`config.mk`:
```
export PLATFORM = sky130hd
export DESIGN_NAME = uart_frame_decoder
export DESIGN_NICKNAME = d
export VERILOG_FILES = /design/src/rtl/uart_pkg.sv /design/src/rtl/uart_frame_buf.sv /design/src/rtl/uart_frame_decoder.sv
export SDC_FILE = /design/constraint.sdc
export NUM_CORES = 1
export LEC_CHECK = 0
export ABC_CLOCK_PERIOD_IN_PS = 6900
export CELL_PAD_IN_SITES_DETAIL_PLACEMENT = 2
export CELL_PAD_IN_SITES_GLOBAL_PLACEMENT = 2
export CORE_UTILIZATION = 47
export DETAILED_ROUTE_END_ITERATION = 16
export PLACE_DENSITY_LB_ADDON = 0.1
export SYNTH_ARGS = -nofsm -noshare
export SYNTH_HDL_FRONTEND = slang
export SYNTH_HIERARCHICAL = 1
export SYNTH_SLANG_ARGS = --single-unit
```
`constraint.sdc`:
```
create_clock -name clk -period 6.9 [get_ports clk]
set_input_delay 1.38 -clock clk [delete_from_list [all_inputs] [get_ports clk]]
set_output_delay 1.38 -clock clk [all_outputs]
set_load 0.01 [all_outputs]
```
`src/rtl/uart_pkg.sv`:
```
// Shared types for the UART frame decoder: FSM states, error codes and a
// width helper that never returns zero.
package uart_pkg;

  typedef enum logic [2:0] {
    HUNT,
    LEN,
    PAYLOAD,
    CSUM,
    OUTPUT
  } state_t;

  typedef enum logic [1:0] {
    E_LINE    = 2'd0,
    E_LEN     = 2'd1,
    E_CSUM    = 2'd2,
    E_TIMEOUT = 2'd3
  } err_code_t;

  // Address/counter width that stays at least 1 bit for degenerate sizes.
  function automatic int clog2_min1(input int value);
    return (value > 1) ? $clog2(value) : 1;
  endfunction

endpackage

```
`src/rtl/uart_frame_buf.sv`:
```
// Payload buffer: DEPTH x 8 register file, one synchronous write port and
// one asynchronous read port.
module uart_frame_buf
  import uart_pkg::*;
#(
  parameter int DEPTH = 16,
  parameter int AW    = clog2_min1(DEPTH)
) (
  input  logic          clk,
  input  logic          nrst,
  input  logic          wr_en,
  input  logic [AW-1:0] wr_addr,
  input  logic [7:0]    wr_data,
  input  logic [AW-1:0] rd_addr,
  output logic [7:0]    rd_data
);

  logic [7:0] mem [DEPTH];

  // NOTE: the storage is cleared on reset so a replayed frame can never expose
  // bytes left over from an aborted one; drop this reset if area matters more.
  always_ff @(posedge clk or negedge nrst) begin
    if (!nrst) begin
      for (int i = 0; i < DEPTH; i++) mem[i] <= '0;
    end else if (wr_en) begin
      mem[wr_addr] <= wr_data;
    end
  end

  assign rd_data = mem[rd_addr];

endmodule

```
`src/rtl/uart_frame_decoder.sv`:
```
// Byte-level framer behind a UART receiver: SYNC, LEN, payload, XOR checksum,
// then replays good payloads as a valid/ready stream with a last flag.
module uart_frame_decoder
  import uart_pkg::*;
#(
  parameter logic [7:0] SYNC_BYTE      = 8'hA5,
  parameter int         MAX_LEN        = 16,
  parameter int         TIMEOUT_CYCLES = 500_000
) (
  input  logic       clk,
  input  logic       nrst,
  input  logic [7:0] rx_data,
  input  logic       rx_done,
  input  logic       rx_err,
  output logic [7:0] out_data,
  output logic       out_valid,
  output logic       out_last,
  input  logic       out_ready,
  output logic       busy,
  output logic       frame_ok,
  output logic       frame_err,
  output logic [1:0] err_code,
  output logic       drop
);

  localparam int             LW        = $clog2(MAX_LEN + 1);
  localparam int             AW        = clog2_min1(MAX_LEN);
  localparam int             TW        = clog2_min1(TIMEOUT_CYCLES + 1);
  localparam logic [TW-1:0]  T_RELOAD  = TW'(TIMEOUT_CYCLES);
  localparam logic [7:0]     MAX_LEN_B = 8'(MAX_LEN);

  state_t        state, state_next;
  logic [LW-1:0] len, wr_idx, rd_idx;
  logic [7:0]    csum;
  logic [TW-1:0] timer;
  logic [7:0]    buf_rd;
  err_code_t     err_q, err_evt_code;
  logic          err_evt, in_frame, expired, handshake, last_beat, buf_wr;

  assign in_frame  = state inside {LEN, PAYLOAD, CSUM};
  // The timer never sits at 0 inside a frame, so the 1 -> 0 step is the expiry.
  assign expired   = (TIMEOUT_CYCLES != 0) && in_frame && (timer == TW'(1));
  assign handshake = (state == OUTPUT) && out_ready;
  assign last_beat = (rd_idx == len - LW'(1));
  assign buf_wr    = (state == PAYLOAD) && rx_done && !rx_err;

  // NOTE: sequential state uses non-blocking assignments so every register
  // samples pre-edge values regardless of process ordering.
  always_ff @(posedge clk or negedge nrst) begin
    if (!nrst) state <= HUNT;
    else       state <= state_next;
  end

  // NOTE: every variable written here gets a default first; a path that
  // leaves one unassigned would infer a latch.
  always_comb begin
    state_next   = state;
    err_evt      = 1'b0;
    err_evt_code = E_LINE;
    unique case (state)
      HUNT: begin
        if (rx_done && rx_data == SYNC_BYTE) state_next = LEN;
      end
      LEN, PAYLOAD, CSUM: begin
        if (rx_err) begin
          state_next   = HUNT;
          err_evt      = 1'b1;
          err_evt_code = E_LINE;
        end else if (rx_done) begin
          if (state == LEN) begin
            if (rx_data == 8'd0 || rx_data > MAX_LEN_B) begin
              state_next   = HUNT;
              err_evt      = 1'b1;
              err_evt_code = E_LEN;
            end else begin
              state_next = PAYLOAD;
            end
          end else if (state == PAYLOAD) begin
            if (wr_idx == len - LW'(1)) state_next = CSUM;
          end else if (rx_data == csum) begin
            state_next = OUTPUT;
          end else begin
            state_next   = HUNT;
            err_evt      = 1'b1;
            err_evt_code = E_CSUM;
          end
        end else if (expired) begin
          state_next   = HUNT;
          err_evt      = 1'b1;
          err_evt_code = E_TIMEOUT;
        end
      end
      OUTPUT: begin
        if (handshake && last_beat) state_next = HUNT;
      end
      default: state_next = HUNT;
    endcase
  end

  always_comb begin
    out_valid = (state == OUTPUT);
    out_last  = out_valid && last_beat;
    out_data  = out_valid ? buf_rd : 8'd0;
    busy      = (state != HUNT);
    frame_ok  = out_valid && out_ready && last_beat;
  end

  always_ff @(posedge clk or negedge nrst) begin
    if (!nrst) begin
      len       <= '0;
      wr_idx    <= '0;
      rd_idx    <= '0;
      csum      <= '0;
      timer     <= '0;
      frame_err <= 1'b0;
      err_q     <= E_LINE;
      drop      <= 1'b0;
    end else begin
      frame_err <= err_evt;
      if (err_evt) err_q <= err_evt_code;
      drop <= (state == OUTPUT) && (rx_done || rx_err);

      if (state == HUNT && state_next == LEN) begin
        timer <= T_RELOAD;
      end else if (in_frame) begin
        if (rx_done)              timer <= T_RELOAD;
        else if (timer != '0)     timer <= timer - TW'(1);
      end

      if (state == LEN && state_next == PAYLOAD) begin
        len    <= rx_data[LW-1:0];
        csum   <= rx_data;
        wr_idx <= '0;
      end

      if (buf_wr) begin
        csum   <= csum ^ rx_data;
        wr_idx <= wr_idx + LW'(1);
      end

      if (state == CSUM && state_next == OUTPUT) rd_idx <= '0;
      else if (handshake)                        rd_idx <= rd_idx + LW'(1);
    end
  end

  assign err_code = err_q;

  uart_frame_buf #(
    .DEPTH (MAX_LEN),
    .AW    (AW)
  ) u_buf (
    .clk     (clk),
    .nrst    (nrst),
    .wr_en   (buf_wr),
    .wr_addr (wr_idx[AW-1:0]),
    .wr_data (rx_data),
    .rd_addr (rd_idx[AW-1:0]),
    .rd_data (buf_rd)
  );

endmodule
```
==> impl_metrics.toml, run 1 <==
[drt]
dr_wl_met2_mm = 12.7
dr_wl_met3_um = 744
met1_length_mm = 10.8
highest_layer = "met4"
firstDrtPassIters = 5
viasPerCell = 6.23
wl_per_cell_um = 26.0
drt_iter0_drc = 274
ant_nets = 0
remaining_drc_errors = 0
wirelength_mm = 24.6
vias = 5901

[logic_synthesis]
syn_avg_cell_area_sq_um = 12.9
synth-main-ff-cell = "dfrtp_1"
yosysSeqAreaShare_pct = 50.0
ys_ff_latch = 177
ys_warn_count = 6
ys_types = 68
synth-edff-count = 0
async_flop_share_pct = 100
synth_fp_nets = 704
synth_cells = 685
synth.cell_area_sq_mm = 0.00886

[final_layout]
area_delta_synth_final_pct = 12.1
final_common_cell = "dfrtp_1"
finish.instance_area_sq_mm = 0.00994
seqCellArea_sq_mm = 0.00443
finish.utilization_pct = 54.6
nNetsFinal = 724
multi_input_area_sq_mm = 0.00423
n_fill_cell = 1712
diodes = 0
layout-drive-gt1-share_pct = 33.1
final_cell_mix = "dfrtp_1 (176), mux2_2 (125), mux4_2 (32)"

[global_route]
grt_usage_pct = 27.5
grt_start_max_net_pins = 76
grt_overflow = 0
grt_pass1_wl_mm = 39.9
grt_pass1_vias = 6847
antenna_found_initial = 0

[floorplanning]
rows = 49
die_area_sq_mm = 0.0194
core_sq_mm = 0.0182
die_height_um = 139
io_pins = 29
fp.dieW_um = 139
start_util_pct = 48.7

[min_path]
min_path_cells = 1
worstHoldStart = "err_code[1]$_DFFE_PN0P_"
min_to = "err_code[1]$_DFFE_PN0P_"
hold_class = "flip-flop to flip-flop"

[timing]
hold_violations = 0
fin_tns_setup_ns = 0
setup_viol_count_final = 0
finalMaxSlewViolations = 0
finalCritPeriodShare_pct = 70.1
worstMarginPinSlew_ns = 1.13
slew-limit-headroom_pct = 24.2
timing.fmax_mhz = 207
skew_ns = 0.0151
period_needed_ns = 4.84
rsz0062_at_grt = "no"

[pwr]
p_leak_uw = 0.00452
total_power_uw = 2180
seq_power_share_pct = 48.8
power.share.switching_pct = 24.8
clkPwrFrac_pct = 46.4
p_int_uw = 1640
p_sw_uw = 540
power_density_mw_per_mm2 = 219
peakVddDrop_mv = 0.162
p_comb_share_pct = 4.7

[clock_network]
ctsHtreeMaxLevel = 4
cts_setup_buffers = 0
cts_num_sinks = 177
clk_latency_ns = 0.43
cts_root_buffer = "clkbuf_16"
holdBufCountCts = 0
clk_pin_slew_worst_paths_ns = 0.08
cts_tree = "done"
cts-resized-gates = 0
cts_buffer_depth = 2
cts_buffers = 17

[setup_path]
crit_buf_inv = 2
critical_path.endpoint_type = "output pin"
crit_path_top_delay_cell = "dfrtp_2"
cp-start-kind = "flip-flop"
rr_worst_depth = 6
rrSetupSlack_ns = 3.56
crit_cells = 6
cp_cell_sequence = "buf_4 > mux4_2 > a22oi_1 > nand2_1 > and2_1 > clkdlybuf4s50_1"
cp.arrival_ns = 3.46
worstReg2RegEnd = "u_buf/mem[112]$_DFFE_PN0P_"
cp.required_ns = 5.52
crit_family = "buffers and inverters"
r2r_start = "state[2]$_DFF_PN0_"
crit_type = "flip-flop to output pin"
crit_path_max_incr_delay_ns = 0.70
crit_path_max_fanout = 22

[place]
io_buffers = 28
place.gp.congestion = 0.771
hpwl_mm = 15.7
dpl_cell_area_sq_mm = 0.00933

[flow_run]
cap_violations = 0

[status]
status = "finished clean"
## per-layer routing
| metal | GRT usage, % | vias to the layer above |
|---|---|---|
| met5 | 0 | - |
| met4 | 8.07 | 0 |
| met3 | 5.30 | 31 |
| met2 | 47.9 | 97 |
| met1 | 34.9 | 3204 |
| li1 | - | 2569 |
## worst max path at each step
stage | from | endpoint | slack (ns)
final | rd_idx[0]$_DFFE_PN0P_ | out_data[0] | 2.06
after global routing | rd_idx[0]$_DFFE_PN0P_ | out_data[0] | 1.86
after CTS | rd_idx[0]$_DFFE_PN0P_ | out_data[0] | 2.01
after detailed placement | rx_err | u_buf/mem[112]$_DFFE_PN0P_ | 2.27
after global placement | rx_err | u_buf/mem[115]$_DFFE_PN0P_ | 2.38
after floorplan | rd_idx[0]$_DFFE_PN0P_ | out_data[0] | 3.73
## cell usage after synthesis, types with 3 or more instances
| cell type | number | area share (%) |
|---|---|---|
| dfrtp_1 | 177 | 50 |
| mux2_2 | 125 | 16 |
| mux4_2 | 32 | 8.1 |
| nand2_1 | 31 | 1.3 |
| nor2_1 | 30 | 1.3 |
| a21oi_1 | 24 | 1.4 |
| clkbuf_1 | 20 | 0.85 |
| xor2_1 | 20 | 2.0 |
| a22oi_1 | 16 | 1.4 |
| nand3_1 | 16 | 0.90 |
| o21ai_0 | 16 | 0.90 |
| xnor2_1 | 15 | 1.5 |
| and2_1 | 12 | 0.85 |
| inv_1 | 11 | 0.47 |
| or3_1 | 10 | 0.71 |
| buf_2 | 9 | 0.51 |
| nand4_1 | 9 | 0.64 |
| mux2_4 | 8 | 1.4 |
| ha_1 | 6 | 0.85 |
| mux2i_1 | 6 | 0.68 |
| nor2_2 | 6 | 0.42 |
| nor3_1 | 6 | 0.34 |
| nor4_1 | 6 | 0.42 |
| a21o_1 | 4 | 0.34 |
| nor2b_1 | 3 | 0.21 |
| nor3_2 | 3 | 0.34 |
| nor3_4 | 3 | 0.55 |
| o221a_2 | 3 | 0.38 |
| o31ai_1 | 3 | 0.25 |
| or4_1 | 3 | 0.25 |
## layout make-up
type	count	area share, %
inverter	12	0.453
clock buffer	18	4.42
multi-input combinational	461	42.5
timing repair buffer	36	3.44
tap	229	2.88
sequential	177	44.6
clock inverter	14	1.69
## through the flow
stage	setup WS [ns]	cells	hold slack, ns
finish	2.06	947	0.508
global route	1.86	947	0.523
CTS	2.01	947	0.509
detailed placement	2.27	915	0.492
global placement	2.38	915	0.482
floorplan	3.73	685	0.474
## flip-flops by register name (all words and copies together) (netlist names)
register	flops
drop	1
err_code	2
u_buf/mem	128
state	3
len	5
rd_idx	5
wr_idx	5
csum	8
frame_err	1
timer	19
## power groups by stage
stage               Sequential (uW)  Combinational, uW  Clock (uW)
CTS                            1060                105        1040
floorplan                      1080               46.3           0
detailed placement             1080                103           0
global placement               1080               98.6           0
finish                         1060                103        1010
global route                   1070                117        1070
## kinds of logic (layout without fill, tap and decap cells)
kind of cell / after synthesis / in the layout / synth area share [%]
flops: 177 / 177 / 50.0
xor+xnor: 35 / 35 / 3.46
buf+inv: 47 / 80 / 2.37
fa+ha+maj: 6 / 6 / 0.847
compound gates: 86 / 86 / 6.44
simple gates: 163 / 163 / 10.9
mux: 171 / 171 / 26.0
Note: power is estimated with default switching activity, not from simulation.
==> run 2, diff against run 1 <==
ABC_CLOCK_PERIOD_IN_PS = 3950   (was 6900)
CORE_UTILIZATION = 40   (was 47)
clock period = 3.95 ns   (was 6.9 ns; I/O delays follow)
==> run 2 against run 1 <==
Compared with the run above: via count down 1.0%; register-to-register slack worse by 2.3 ns; clock-buffer cell count down 1; utilization down 8.0 points; clock skew down 0.0015 ns; flip-flop and latch count unchanged; global-route usage down 3.5 points; setup slack worse by 1.6 ns; largest power group unchanged.
==> impl_metrics.toml, run 2 (synthesis gave the netlist of run 1 again) <==
[final_layout]
multi_input_area_sq_mm = 0.00423
final_common_cell = "dfrtp_1"
nNetsFinal = 738
area_delta_synth_final_pct = 14.3
seqCellArea_sq_mm = 0.00443
top_regs = "u_buf/mem x128, timer x19, csum x8"
regMostFlops = "u_buf/mem"
n_fill_cell = 2137
final_cell_mix = "dfrtp_1 (176), mux2_2 (125), mux4_2 (32)"
largest_reg_flops = 128
layout-drive-gt1-share_pct = 34.6
diodes = 0

[place]
place.gp.congestion = 0.742
io_buffers = 28
hpwl_mm = 16.9

[timing]
finalCritPeriodShare_pct = 88.8
timing.fmax_mhz = 285
hold_ws_ns = 0.308
fin_tns_setup_ns = 0
period_needed_ns = 3.51
setup_viol_count_final = 0
hold_violations = 0
worstMarginPinSlew_ns = 0.907
finalMaxSlewViolations = 0
slew-limit-headroom_pct = 39.5
skew_ns = 0.0136
rsz0062_at_grt = "no"

[setup_path]
rrSetupSlack_ns = 1.29
crit_family = "buffers and inverters"
cp-start-kind = "flip-flop"
rr_worst_depth = 6
crit_path_max_incr_delay_ns = 0.50
cp.arrival_ns = 2.72
crit_buf_inv = 2
crit_path_top_delay_cell = "buf_4"
cp.required_ns = 3.16
r2r_start = "state[2]$_DFF_PN0_"
critical_path.endpoint_type = "output pin"
cp_cell_sequence = "buf_4 > mux4_2 > a22oi_1 > nand2_1 > and2_1 > clkdlybuf4s50_1"
crit_type = "flip-flop to output pin"
crit_path_max_fanout = 36
worstReg2RegEnd = "u_buf/mem[36]$_DFFE_PN0P_"

[floorplanning]
core_sq_mm = 0.0218
die_area_sq_mm = 0.0228
rows = 54
io_pins = 29
die_height_um = 151
fp.dieW_um = 151
start_util_pct = 40.7

[pwr]
seq_power_share_pct = 49.2
p_leak_uw = 0.00460
clkPwrFrac_pct = 45.7
peakVddDrop_mv = 0.211
power.share.switching_pct = 25.9
p_comb_share_pct = 5.1
power_density_mw_per_mm2 = 373
p_sw_uw = 979
p_int_uw = 2800

[drt]
ant_nets = 0
wirelength_mm = 25.4
firstDrtPassIters = 4
remaining_drc_errors = 0
wl_per_cell_um = 25.1
drt_iter0_drc = 256
viasPerCell = 5.77
vias = 5841

[global_route]
grt_usage_pct = 24.1
grtUsageMet3_pct = 3.98
grt_start_max_net_pins = 87
grt_pass1_vias = 6594
antenna_found_initial = 0
grt_overflow = 0
grt_util_met1_pct = 31.9
grt_pass1_wl_mm = 39.5
use_met2_pct = 40.7
busiest_layer = "met2"

[clock_network]
cts-resized-gates = 0
clk_latency_ns = 0.44
cts_tree = "done"
ctsHtreeMaxLevel = 4
cts_buffer_depth = 2
clk_pin_slew_worst_paths_ns = 0.08
cts_num_sinks = 177
cts_setup_buffers = 0
holdBufCountCts = 0
cts_root_buffer = "clkbuf_16"
cts_buffers = 17

[min_path]
hold_class = "input pin to asynchronous set/reset pin"

[status]
status = "finished clean"

[flow_run]
cap_violations = 0
[run 2: cell types whose count changed in the layout (fill, tap and decap cells not counted), sizes merged]
cell    previous run  this run
inv               21        19
clkinv             1         5
bufinv             2         1
buf                9        23
clkbuf            18        17
[run 2: layout make-up]
cell class / instances / share of cell area (%)
Sequential cell: 177 / 43.7
Tap cell: 280 / 3.46
Inverter: 12 / 0.445
Multi-Input combinational cell: 461 / 41.8
Clock buffer: 17 / 4.20
Timing Repair Buffer: 50 / 4.66
Clock inverter: 15 / 1.69
[run 2: worst max path at each step]
stage                                            to             startpoint  cells after the start
after global routing                    out_data[6]  rd_idx[0]$_DFFE_PN0P_                      6
after floorplan                         out_data[0]  rd_idx[0]$_DFFE_PN0P_                      6
after CTS                               out_data[1]  rd_idx[1]$_DFFE_PN0P_                      6
after global placement    u_buf/mem[35]$_DFFE_PN0P_                 rx_err                      7
after detailed placement  u_buf/mem[35]$_DFFE_PN0P_                 rx_err                      7
final                                   out_data[6]  rd_idx[1]$_DFFE_PN0P_                      6
[run 2: through the flow]
step,utilization [%],cell area (sq um),setup WS (ns),power [uW],cells
after CTS,46.6,10100,0.390,3830,1012
after detailed placement,43.8,9530,0.479,2090,980
after global routing,46.6,10100,0.322,3920,1012
after floorplan,-,8860,1.37,1970,685
final,46.6,10100,0.441,3780,1012
after global placement,43.8,9530,0.597,2080,980
[run 2: metal layers]
metal	share of wire (%)	up-vias
met5	0	-
met3	2.8	27
met2	51	66
li1	-	2595
met1	45	3153
met4	1.5	0
[run 2: power by group through the flow]
stage	Sequential, uW	Combinational [uW]	Clock [uW]
after floorplan	1890	80.8	0
after global placement	1890	184	0
after detailed placement	1900	193	0
after CTS	1860	196	1780
after global routing	1860	214	1850
final	1860	191	1730
==> run 3, diff against run 2 <==
CORE_MARGIN = 5   (was default)
==> run 3 against run 2 <==
Compared with the run above: critical path depth unchanged; flip-flop and latch count unchanged; cell area increased by 0.72%; utilization increased by 0.19 points; sequential power about the same; critical path type unchanged; critical endpoint is now out_data[3].
==> impl_metrics.toml, run 3 (synthesis gave the netlist of run 1 again) <==
[status]
status = "finished clean"

[timing]
hold_violations = 0
finalCritPeriodShare_pct = 93.0
skew_ns = 0.0127
slew-limit-headroom_pct = 35.4
fin_tns_setup_ns = 0
period_needed_ns = 3.67
rsz0062_at_grt = "no"
setup_viol_count_final = 0
timing.fmax_mhz = 272
finalMaxSlewViolations = 0
worstMarginPinSlew_ns = 0.969

[final_layout]
nNetsFinal = 747
final_cells = 1021
top_regs = "u_buf/mem x128, timer x19, csum x8"
diodes = 0
largest_reg_flops = 128
n_fill_cell = 2126
finish.utilization_pct = 46.7
layout-drive-gt1-share_pct = 35.4
multi_input_area_sq_mm = 0.00423
final_cell_mix = "dfrtp_1 (176), mux2_2 (125), mux4_2 (32)"
area_delta_synth_final_pct = 15.1
final_common_cell = "dfrtp_1"
regMostFlops = "u_buf/mem"
seqCellArea_sq_mm = 0.00443

[setup_path]
cp-start-kind = "flip-flop"
worstReg2RegEnd = "u_buf/mem[23]$_DFFE_PN0P_"
cp.arrival_ns = 2.88
cp.required_ns = 3.16
crit_path_max_fanout = 23
r2r_start = "state[2]$_DFF_PN0_"
crit_type = "flip-flop to output pin"
critical_path.endpoint_type = "output pin"
rrSetupSlack_ns = 1.38
rr_worst_depth = 7

[clock_network]
cts_tree = "done"
clk_pin_slew_worst_paths_ns = 0.07
cts_root_buffer = "clkbuf_16"
cts_setup_buffers = 0
ctsHtreeMaxLevel = 4
clk_latency_ns = 0.44
cts_buffer_depth = 2
cts_num_sinks = 177
cts_buffers = 17

[floorplanning]
io_pins = 29
start_util_pct = 40.6
die_area_sq_mm = 0.0252
core_sq_mm = 0.0218
fp.dieW_um = 159
die_height_um = 159
rows = 54

[drt]
drt_iter0_drc = 258
dr_wl_met3_um = 629
wirelength_mm = 25.3
vias = 5893
viasPerCell = 5.77
met1_length_mm = 11.1
ant_nets = 0
wl_per_cell_um = 24.8
remaining_drc_errors = 0
dr_wl_met2_mm = 13.1
highest_layer = "met4"
firstDrtPassIters = 4

[global_route]
grt_pass1_vias = 6720
grt_start_max_net_pins = 88
grt_usage_pct = 20.4
grt_overflow = 0
grt_pass1_wl_mm = 40.5
antenna_found_initial = 0

[pwr]
peakVddDrop_mv = 0.238
p_leak_uw = 0.00465
power_density_mw_per_mm2 = 373

[flow_run]
cap_violations = 0

[place]
dp.cells = 989
io_buffers = 28
hpwl_mm = 17.3
place.gp.congestion = 0.778

[min_path]
hold_class = "input pin to asynchronous set/reset pin"
## run 3: final cells by class
class                   instances  share of cell area [%]
clock buffers                  17                    4.17
multi-input cells             461                    41.5
inverters                      12                   0.442
clock inverters                15                    1.70
well taps                     280                    3.43
flip-flops and latches        177                    43.5
repair buffers                 59                    5.29
## run 3: metrics by stage
stage	power (uW)	setup slack, ns	cell area (sq um)	hold slack, ns
3_3_place_gp	2080	0.643	9600	0.480
5_1_grt	3970	0.0957	10200	0.489
4_1_cts	3870	0.0675	10200	0.453
6_report	3810	0.276	10200	0.418
3_5_place_dp	2090	0.543	9600	0.492
2_1_floorplan	1970	1.37	8860	0.474
## run 3: worst max-delay path by stage
| stage | start | to | depth (start not counted) |
|---|---|---|---|
| 2_1_floorplan | rd_idx[0]$_DFFE_PN0P_ | out_data[0] | 6 |
| 3_3_place_gp | rd_idx[0]$_DFFE_PN0P_ | out_data[2] | 6 |
| 3_5_place_dp | rd_idx[0]$_DFFE_PN0P_ | out_data[3] | 6 |
| 4_1_cts | rd_idx[0]$_DFFE_PN0P_ | out_data[3] | 6 |
| 5_1_grt | rd_idx[0]$_DFFE_PN0P_ | out_data[3] | 6 |
| 6_report | rd_idx[0]$_DFFE_PN0P_ | out_data[3] | 6 |
## run 3: power breakdown
| part | total, uW | switching [uW] | internal, uW |
|---|---|---|---|
| clock network | 1760 | 800 | 957 |
| logic | 189 | 126 | 62.6 |
| registers | 1860 | 28.1 | 1830 |
| total | 3810 | 954 | 2850 |
## run 3: critical path: stages, from the launching register on
cell and delay (ns):
dfrtp_4 0.64, buf_12 0.27, mux4_2 0.53, a22oi_1 0.30
nand2_1 0.09, and2_1 0.15, clkdlybuf4s50_1 0.47
## run 3: repair_timing
| item | CTS | global route |
|---|---|---|
| gates resized for setup | 0 | 1 |
| hold buffers | 0 | 0 |
| endpoints found under the hold margin | 0 | 0 |
| endpoints found under the setup margin | 0 | 1 |
## run 3: per-layer routing
layer	global-route usage (%)	up-vias
li1	-	2612
met1	26.8	3185
met2	35.4	69
met3	3.21	27
met4	5.31	0
met5	0	-
